$ cat config.mk
export PLATFORM = sky130hd
export DESIGN_NAME = ascon_block_sequencer
export DESIGN_NICKNAME = d
export VERILOG_FILES = /design/src/rtl/ascon_block_sequencer_pkg.sv /design/src/rtl/ascon_block_sequencer.sv
export SDC_FILE = /design/constraint.sdc
export NUM_CORES = 1
export LEC_CHECK = 0
export CORE_UTILIZATION = 45
export DETAILED_ROUTE_END_ITERATION = 7
export MAX_ROUTING_LAYER = met4
export PLACE_DENSITY = 0.8
export SYNTH_ARGS = -nofsm -noshare
export SYNTH_HDL_FRONTEND = slang
export SYNTH_SLANG_ARGS = --single-unit
$ cat constraint.sdc
create_clock -name clock_i -period 2.5 [get_ports clock_i]
set_input_delay 0.625 -clock clock_i [delete_from_list [all_inputs] [get_ports clock_i]]
set_output_delay 0.625 -clock clock_i [all_outputs]
set_load 0.01 [all_outputs]
$ cat src/rtl/ascon_block_sequencer_pkg.sv
// Shared types and constants for the ASCON-128 block sequencer.
// Holds the sequencer state encoding, the rate constants and the
// helper that turns a remaining byte count into a block bit size.
package ascon_block_sequencer_pkg;

    typedef enum logic [2:0] {
        IDLE  = 3'd0,
        FETCH = 3'd1,
        ISSUE = 3'd2,
        PAD   = 3'd3,
        DONE  = 3'd4
    } seq_state_t;

    localparam int RATE_BYTES = 8;
    localparam int RATE_BITS  = 64;

    // Valid bit count of a block: a full rate when at least RATE_BYTES bytes
    // remain, otherwise the remaining byte count times eight.
    function automatic logic [7:0] size_from_rem(input logic       rem_ge_rate,
                                                 input logic [3:0] rem_low);
        logic [7:0] size_v;
        if (rem_ge_rate) begin
            size_v = 8'(RATE_BITS);
        end else begin
            size_v = {1'b0, rem_low, 3'b000};
        end
        return size_v;
    endfunction

endpackage : ascon_block_sequencer_pkg

$ cat src/rtl/ascon_block_sequencer.sv
// ASCON-128 block sequencer: pulls 64-bit message words from an upstream
// stream and issues one rate-sized block per permutation slot, tagging each
// with its valid bit count, a 4-bit wrapping index and a last flag. When the
// message length is a multiple of the rate, an all-zero padding block of size
// 0 is appended. Every output is driven straight from a register.
module ascon_block_sequencer
    import ascon_block_sequencer_pkg::*;
#(
    parameter int NB_BITS_DATA = 64,
    parameter int LEN_W        = 16
) (
    input  logic                    clock_i,
    input  logic                    resetb_i,
    input  logic                    start_i,
    input  logic [LEN_W-1:0]        msg_len_i,
    input  logic                    din_valid_i,
    output logic                    din_ready_o,
    input  logic [NB_BITS_DATA-1:0] din_i,
    output logic                    blk_valid_o,
    input  logic                    blk_ready_i,
    output logic [NB_BITS_DATA-1:0] blk_data_o,
    output logic [7:0]              blk_size_o,
    output logic [3:0]              blk_idx_o,
    output logic                    blk_last_o,
    output logic                    busy_o,
    output logic                    done_o
);

    localparam logic [LEN_W-1:0] RATE_LEN = LEN_W'(RATE_BYTES);

    seq_state_t              state_r;
    seq_state_t              state_next_s;

    logic [LEN_W-1:0]        rem_r;
    logic [3:0]              idx_r;
    logic [NB_BITS_DATA-1:0] blk_data_r;
    logic [7:0]              blk_size_r;
    logic                    blk_last_r;
    logic                    din_ready_r;
    logic                    blk_valid_r;
    logic                    busy_r;
    logic                    done_r;

    logic [LEN_W-1:0]        rem_next_s;
    logic [3:0]              idx_next_s;
    logic [NB_BITS_DATA-1:0] blk_data_next_s;
    logic [7:0]              blk_size_next_s;
    logic                    blk_last_next_s;
    logic                    din_ready_next_s;
    logic                    blk_valid_next_s;
    logic                    busy_next_s;
    logic                    done_next_s;

    logic                    din_fire_s;
    logic                    blk_fire_s;
    logic                    rem_gt_rate_s;
    logic                    rem_eq_rate_s;
    logic                    rem_ge_rate_s;
    logic                    len_zero_s;

    assign din_fire_s    = din_ready_r & din_valid_i;
    assign blk_fire_s    = blk_valid_r & blk_ready_i;
    assign rem_gt_rate_s = (rem_r > RATE_LEN);
    assign rem_eq_rate_s = (rem_r == RATE_LEN);
    assign rem_ge_rate_s = rem_gt_rate_s | rem_eq_rate_s;
    assign len_zero_s    = (msg_len_i == {LEN_W{1'b0}});

    // State register.
    always_ff @(posedge clock_i or negedge resetb_i) begin
        if (!resetb_i) begin
            state_r <= IDLE;
        end else begin
            state_r <= state_next_s;
        end
    end

    // Next-state decode; remaining length is compared before it is reduced.
    always_comb begin
        state_next_s = state_r;
        case (state_r)
            IDLE: begin
                if (start_i) begin
                    state_next_s = len_zero_s ? PAD : FETCH;
                end else begin
                    state_next_s = IDLE;
                end
            end
            FETCH: begin
                if (din_fire_s) begin
                    state_next_s = ISSUE;
                end else begin
                    state_next_s = FETCH;
                end
            end
            ISSUE: begin
                if (!blk_fire_s) begin
                    state_next_s = ISSUE;
                end else if (rem_gt_rate_s) begin
                    state_next_s = FETCH;
                end else if (rem_eq_rate_s) begin
                    state_next_s = PAD;
                end else begin
                    state_next_s = DONE;
                end
            end
            PAD: begin
                if (blk_fire_s) begin
                    state_next_s = DONE;
                end else begin
                    state_next_s = PAD;
                end
            end
            DONE: begin
                state_next_s = IDLE;
            end
            default: begin
                state_next_s = IDLE;
            end
        endcase
    end

    // Next values of the datapath and of the registered handshake/status outputs.
    always_comb begin
        rem_next_s       = rem_r;
        idx_next_s       = idx_r;
        blk_data_next_s  = blk_data_r;
        blk_size_next_s  = blk_size_r;
        blk_last_next_s  = blk_last_r;
        din_ready_next_s = (state_next_s == FETCH);
        blk_valid_next_s = (state_next_s == ISSUE) || (state_next_s == PAD);
        busy_next_s      = (state_next_s != IDLE);
        done_next_s      = (state_next_s == DONE);
        case (state_r)
            IDLE: begin
                if (start_i) begin
                    rem_next_s = msg_len_i;
                    idx_next_s = 4'd0;
                    if (len_zero_s) begin
                        blk_data_next_s = {NB_BITS_DATA{1'b0}};
                        blk_size_next_s = 8'd0;
                        blk_last_next_s = 1'b1;
                    end else begin
                        blk_last_next_s = blk_last_r;
                    end
                end else begin
                    rem_next_s = rem_r;
                end
            end
            FETCH: begin
                if (din_fire_s) begin
                    blk_data_next_s = din_i;
                    blk_size_next_s = size_from_rem(rem_ge_rate_s, rem_r[3:0]);
                    blk_last_next_s = ~rem_ge_rate_s;
                end else begin
                    blk_data_next_s = blk_data_r;
                end
            end
            ISSUE: begin
                if (blk_fire_s) begin
                    idx_next_s = idx_r + 4'd1;
                    if (rem_gt_rate_s) begin
                        rem_next_s = rem_r - RATE_LEN;
                    end else if (rem_eq_rate_s) begin
                        rem_next_s      = {LEN_W{1'b0}};
                        blk_data_next_s = {NB_BITS_DATA{1'b0}};
                        blk_size_next_s = 8'd0;
                        blk_last_next_s = 1'b1;
                    end else begin
                        rem_next_s = rem_r;
                    end
                end else begin
                    idx_next_s = idx_r;
                end
            end
            PAD: begin
                if (blk_fire_s) begin
                    idx_next_s = idx_r + 4'd1;
                end else begin
                    idx_next_s = idx_r;
                end
            end
            DONE: begin
                rem_next_s = rem_r;
            end
            default: begin
                rem_next_s      = {LEN_W{1'b0}};
                idx_next_s      = 4'd0;
                blk_data_next_s = {NB_BITS_DATA{1'b0}};
                blk_size_next_s = 8'd0;
                blk_last_next_s = 1'b0;
            end
        endcase
    end

    // Datapath and output registers; reset clears everything and aborts a message.
    always_ff @(posedge clock_i or negedge resetb_i) begin
        if (!resetb_i) begin
            rem_r       <= {LEN_W{1'b0}};
            idx_r       <= 4'd0;
            blk_data_r  <= {NB_BITS_DATA{1'b0}};
            blk_size_r  <= 8'd0;
            blk_last_r  <= 1'b0;
            din_ready_r <= 1'b0;
            blk_valid_r <= 1'b0;
            busy_r      <= 1'b0;
            done_r      <= 1'b0;
        end else begin
            rem_r       <= rem_next_s;
            idx_r       <= idx_next_s;
            blk_data_r  <= blk_data_next_s;
            blk_size_r  <= blk_size_next_s;
            blk_last_r  <= blk_last_next_s;
            din_ready_r <= din_ready_next_s;
            blk_valid_r <= blk_valid_next_s;
            busy_r      <= busy_next_s;
            done_r      <= done_next_s;
        end
    end

    assign din_ready_o = din_ready_r;
    assign blk_valid_o = blk_valid_r;
    assign blk_data_o  = blk_data_r;
    assign blk_size_o  = blk_size_r;
    assign blk_idx_o   = idx_r;
    assign blk_last_o  = blk_last_r;
    assign busy_o      = busy_r;
    assign done_o      = done_r;

endmodule : ascon_block_sequencer

==> key figures <==
Logic synthesis
  • Seq/Total Area, Yosys: 51.1%
  • Leading area contributor after synthesis: dfrtp_1
  • Seq cells post-synth: 96
  • Top cell type's share of synthesized area: 51.1%
  • Number of synthesized flops with an enable pin: 0
  • Post-synth ARST share: 100%
  • Post-synthesis average cell area: approximately 10 sq um
  • Top FF cell, synth: dfrtp_1
  • Mapped Area: ~4700 sq um
  • Ranking of synthesized cells by area: dfrtp_1, mux2i_1, nand2_1
  • Distinct cells, synth: 55
  • Warnings from Yosys: 0
  • Gate Count Post-Synth: just under 500

GRT
  • Total track usage: between 20% and 30%
  • First-pass GRT wire length: around 20,000 um
  • Pin count of the biggest net entering global routing: 51
  • GR Overflow Total: 0
  • Number of global-route vias before repair: ~4,000
  • Antenna violations before repair: 0

CTS
  • Post-CTS Resized: 0
  • Total CTS buffers: 9
  • Hold buffers post-CTS: 0
  • Setup bufs post-CTS: 0
  • Worst-path clk slew: 90 ps
  • Clock Latency Late Sink: around 370 ps
  • CTS tree: built
  • Max Buffers Root-to-Sink: 2
  • Clk sinks: 96
  • CTS root buf: clkbuf_8
  • H-tree depth: 3

Timing
  • Final hold violations: 0
  • Setup_tns: 0 ps
  • Max Freq: approximately 430 MHz
  • Max Slew Vio Count: 0
  • Worst slew pin tran: approximately 620 ps
  • Tcrit/Tclk final: just over 90%
  • Final Skew: approximately 8.3 ps
  • Setup ws final: 182 ps
  • Hold WS: 256 ps
  • RSZ-0062 raised after global routing: no
  • Setup Viol. Count Final: 0
  • Slew margin rel.: between 50% and 60%
  • Tmin final: 2320 ps

Final layout
  • Area growth, synth to finish: 43.5%
  • Highest-count cells in the layout ignoring fill and taps: clkdlybuf4s50_1, dfrtp_1, nand2_1
  • Fillers: a little under 800
  • Commonest non-fill, non-tap cell in the layout: clkdlybuf4s50_1
  • Final #Nets: ~740
  • Share of layout cells above drive strength 1: 7.18%
  • Antenna cells: 0

Place
  • Hpwl dp: 8870 um
  • # port buffers: about 160
  • Pre-CTS setup slack: -206 ps
  • GP Congestion: roughly 0.86

Power
  • Leakage Power: 3.23 nW
  • Pwr per Cell Area: between 1000 and 1500 nW/um^2
  • Worst vdd ir: around 0.00057 V

Job
  • Maxcap violations: 0

Die
  • Core area: between 9000 and 10,000 sq um
  • Die area: 10,900 sq um
  • Starting Density: 47.2%
  • Height of the die: about 100 um
  • Top Ports: ~170
  • Die width: about 100 um
  • Row count: 36

Routing
  • Routed Antenna Nets: 0
  • Via density: slightly above 5
  • Drt wl/cell: ~15 um
  • Drt pass-1 iters: 4
  • Iteration-0 DRC Markers: approximately 180
  • Detailed-route via count: roughly 4,000
  • Post-route DRC: 0
  • Final wirelength: between 10,000 and 15,000 um

Critical path
  • Arrival @ worst endpoint: between 2000 and 3000 ps
  • CP Max Fanout: 24
  • CP endpoint kind: flip-flop
  • CP startpoint kind: input port
  • Worst setup path category: in2reg
  • WP data required: 2780 ps

Run status
  • Status: finished, final reports clean

Worst hold path
  • Hold Path Class: in2async
-- state kept, by name, summed over array words and instances, names as in the netlist --
register,flops
blk_valid_o,1
blk_data_o,64
blk_size_o,4
done_o,1
state_r,3
rem_r,16
blk_idx_o,4
busy_o,1
blk_last_o,1
din_ready_o,1
-- synth_stat cells (all sizes together), types with 2 or more instances --
| cell | count |
|---|---|
| a221o | 3 |
| a21boi | 2 |
| nand2b | 3 |
| a32oi | 2 |
| or3 | 2 |
| or2 | 2 |
| ha | 2 |
| buf | 17 |
| o31a | 2 |
| nor3 | 6 |
| a22oi | 6 |
| o21bai | 2 |
| a21oi | 12 |
| dfrtp | 96 |
| nor3b | 2 |
| mux2 | 2 |
| nor2b | 4 |
| nor4 | 8 |
| nor2 | 13 |
| nand3 | 10 |
| mux2i | 70 |
| nand4 | 4 |
| clkbuf | 9 |
| o21ai | 13 |
| o22ai | 2 |
| nand2 | 88 |
| inv | 81 |
-- per-stage QoR --
stage / power (W) / instance area [sq um] / util, % / cells
5_1_grt: 0.00804 / 6750 / 67.8 / 788
2_1_floorplan: 0.00489 / 4710 / - / 486
3_3_place_gp: 0.00637 / 6540 / 65.7 / 772
4_1_cts: 0.00759 / 6750 / 67.8 / 788
3_5_place_dp: 0.00652 / 6540 / 65.7 / 772
6_report: 0.00752 / 6750 / 67.8 / 788
-- cell type report --
class	count	area (sq um)	share of cell area, %
clock buffers	12	155	2.30
well taps	133	166	2.47
flip-flops and latches	96	2400	35.6
clock inverters	4	51.3	0.760
inverters	81	304	4.51
repair buffers	179	1790	26.6
multi-input cells	283	1870	27.8
-- worst paths after layout --
check                                     startpoint                         end  slack [ps]  cells past startpoint
max in group asynchronous                   resetb_i  blk_data_o[42]$_DFFE_PN0P_        1540                      2
hold / removal                              resetb_i  blk_data_o[14]$_DFFE_PN0P_         260                      1
setup reg to reg                rem_r[3]$_DFFE_PN0P_       rem_r[11]$_DFFE_PN0P_         310                      6
hold reg to reg            blk_size_o[6]$_DFFE_PN0P_   blk_size_o[6]$_DFFE_PN0P_         500                      1
setup / recovery                        msg_len_i[9]  blk_data_o[37]$_DFFE_PN0P_         180                      8
min in group clock_i       blk_size_o[6]$_DFFE_PN0P_   blk_size_o[6]$_DFFE_PN0P_         500                      1
-- worst max-delay path, cell delays in order --
cell and delay [ps]:
clkdlybuf4s50_1 430, nor4_1 360, buf_4 170, nand4_1 100
a22oi_1 310, nand3_4 180, buf_12 220, mux2i_1 190
-- power by group --
part	leakage [nW]	switching, W	internal (W)
clock network	0.103	0.000540	0.000520
logic	1.87	0.00192	0.00199
registers	1.25	0.000446	0.00211
-- cell families after synthesis --
| logic type | share of synthesized area, % |
|---|---|
| AO/OA/AOI/OAI | 8.04 |
| XOR/XNOR | 0.186 |
| adder cells (fa/ha/maj) | 0.532 |
| buffers and inverters | 9.61 |
| flip-flops | 51.1 |
| multiplexers | 15.4 |
| other | 0.0798 |
| AND/OR/NAND/NOR | 15.1 |
-- metal layers --
layer | wire length [um] | global-route usage (%)
met1 | 5310 | 30.3
met2 | 5850 | 38.5
met3 | 572 | 3.32
met4 | 216 | 9.08
met5 | 0 | -
(Power assumes the default switching activity.)
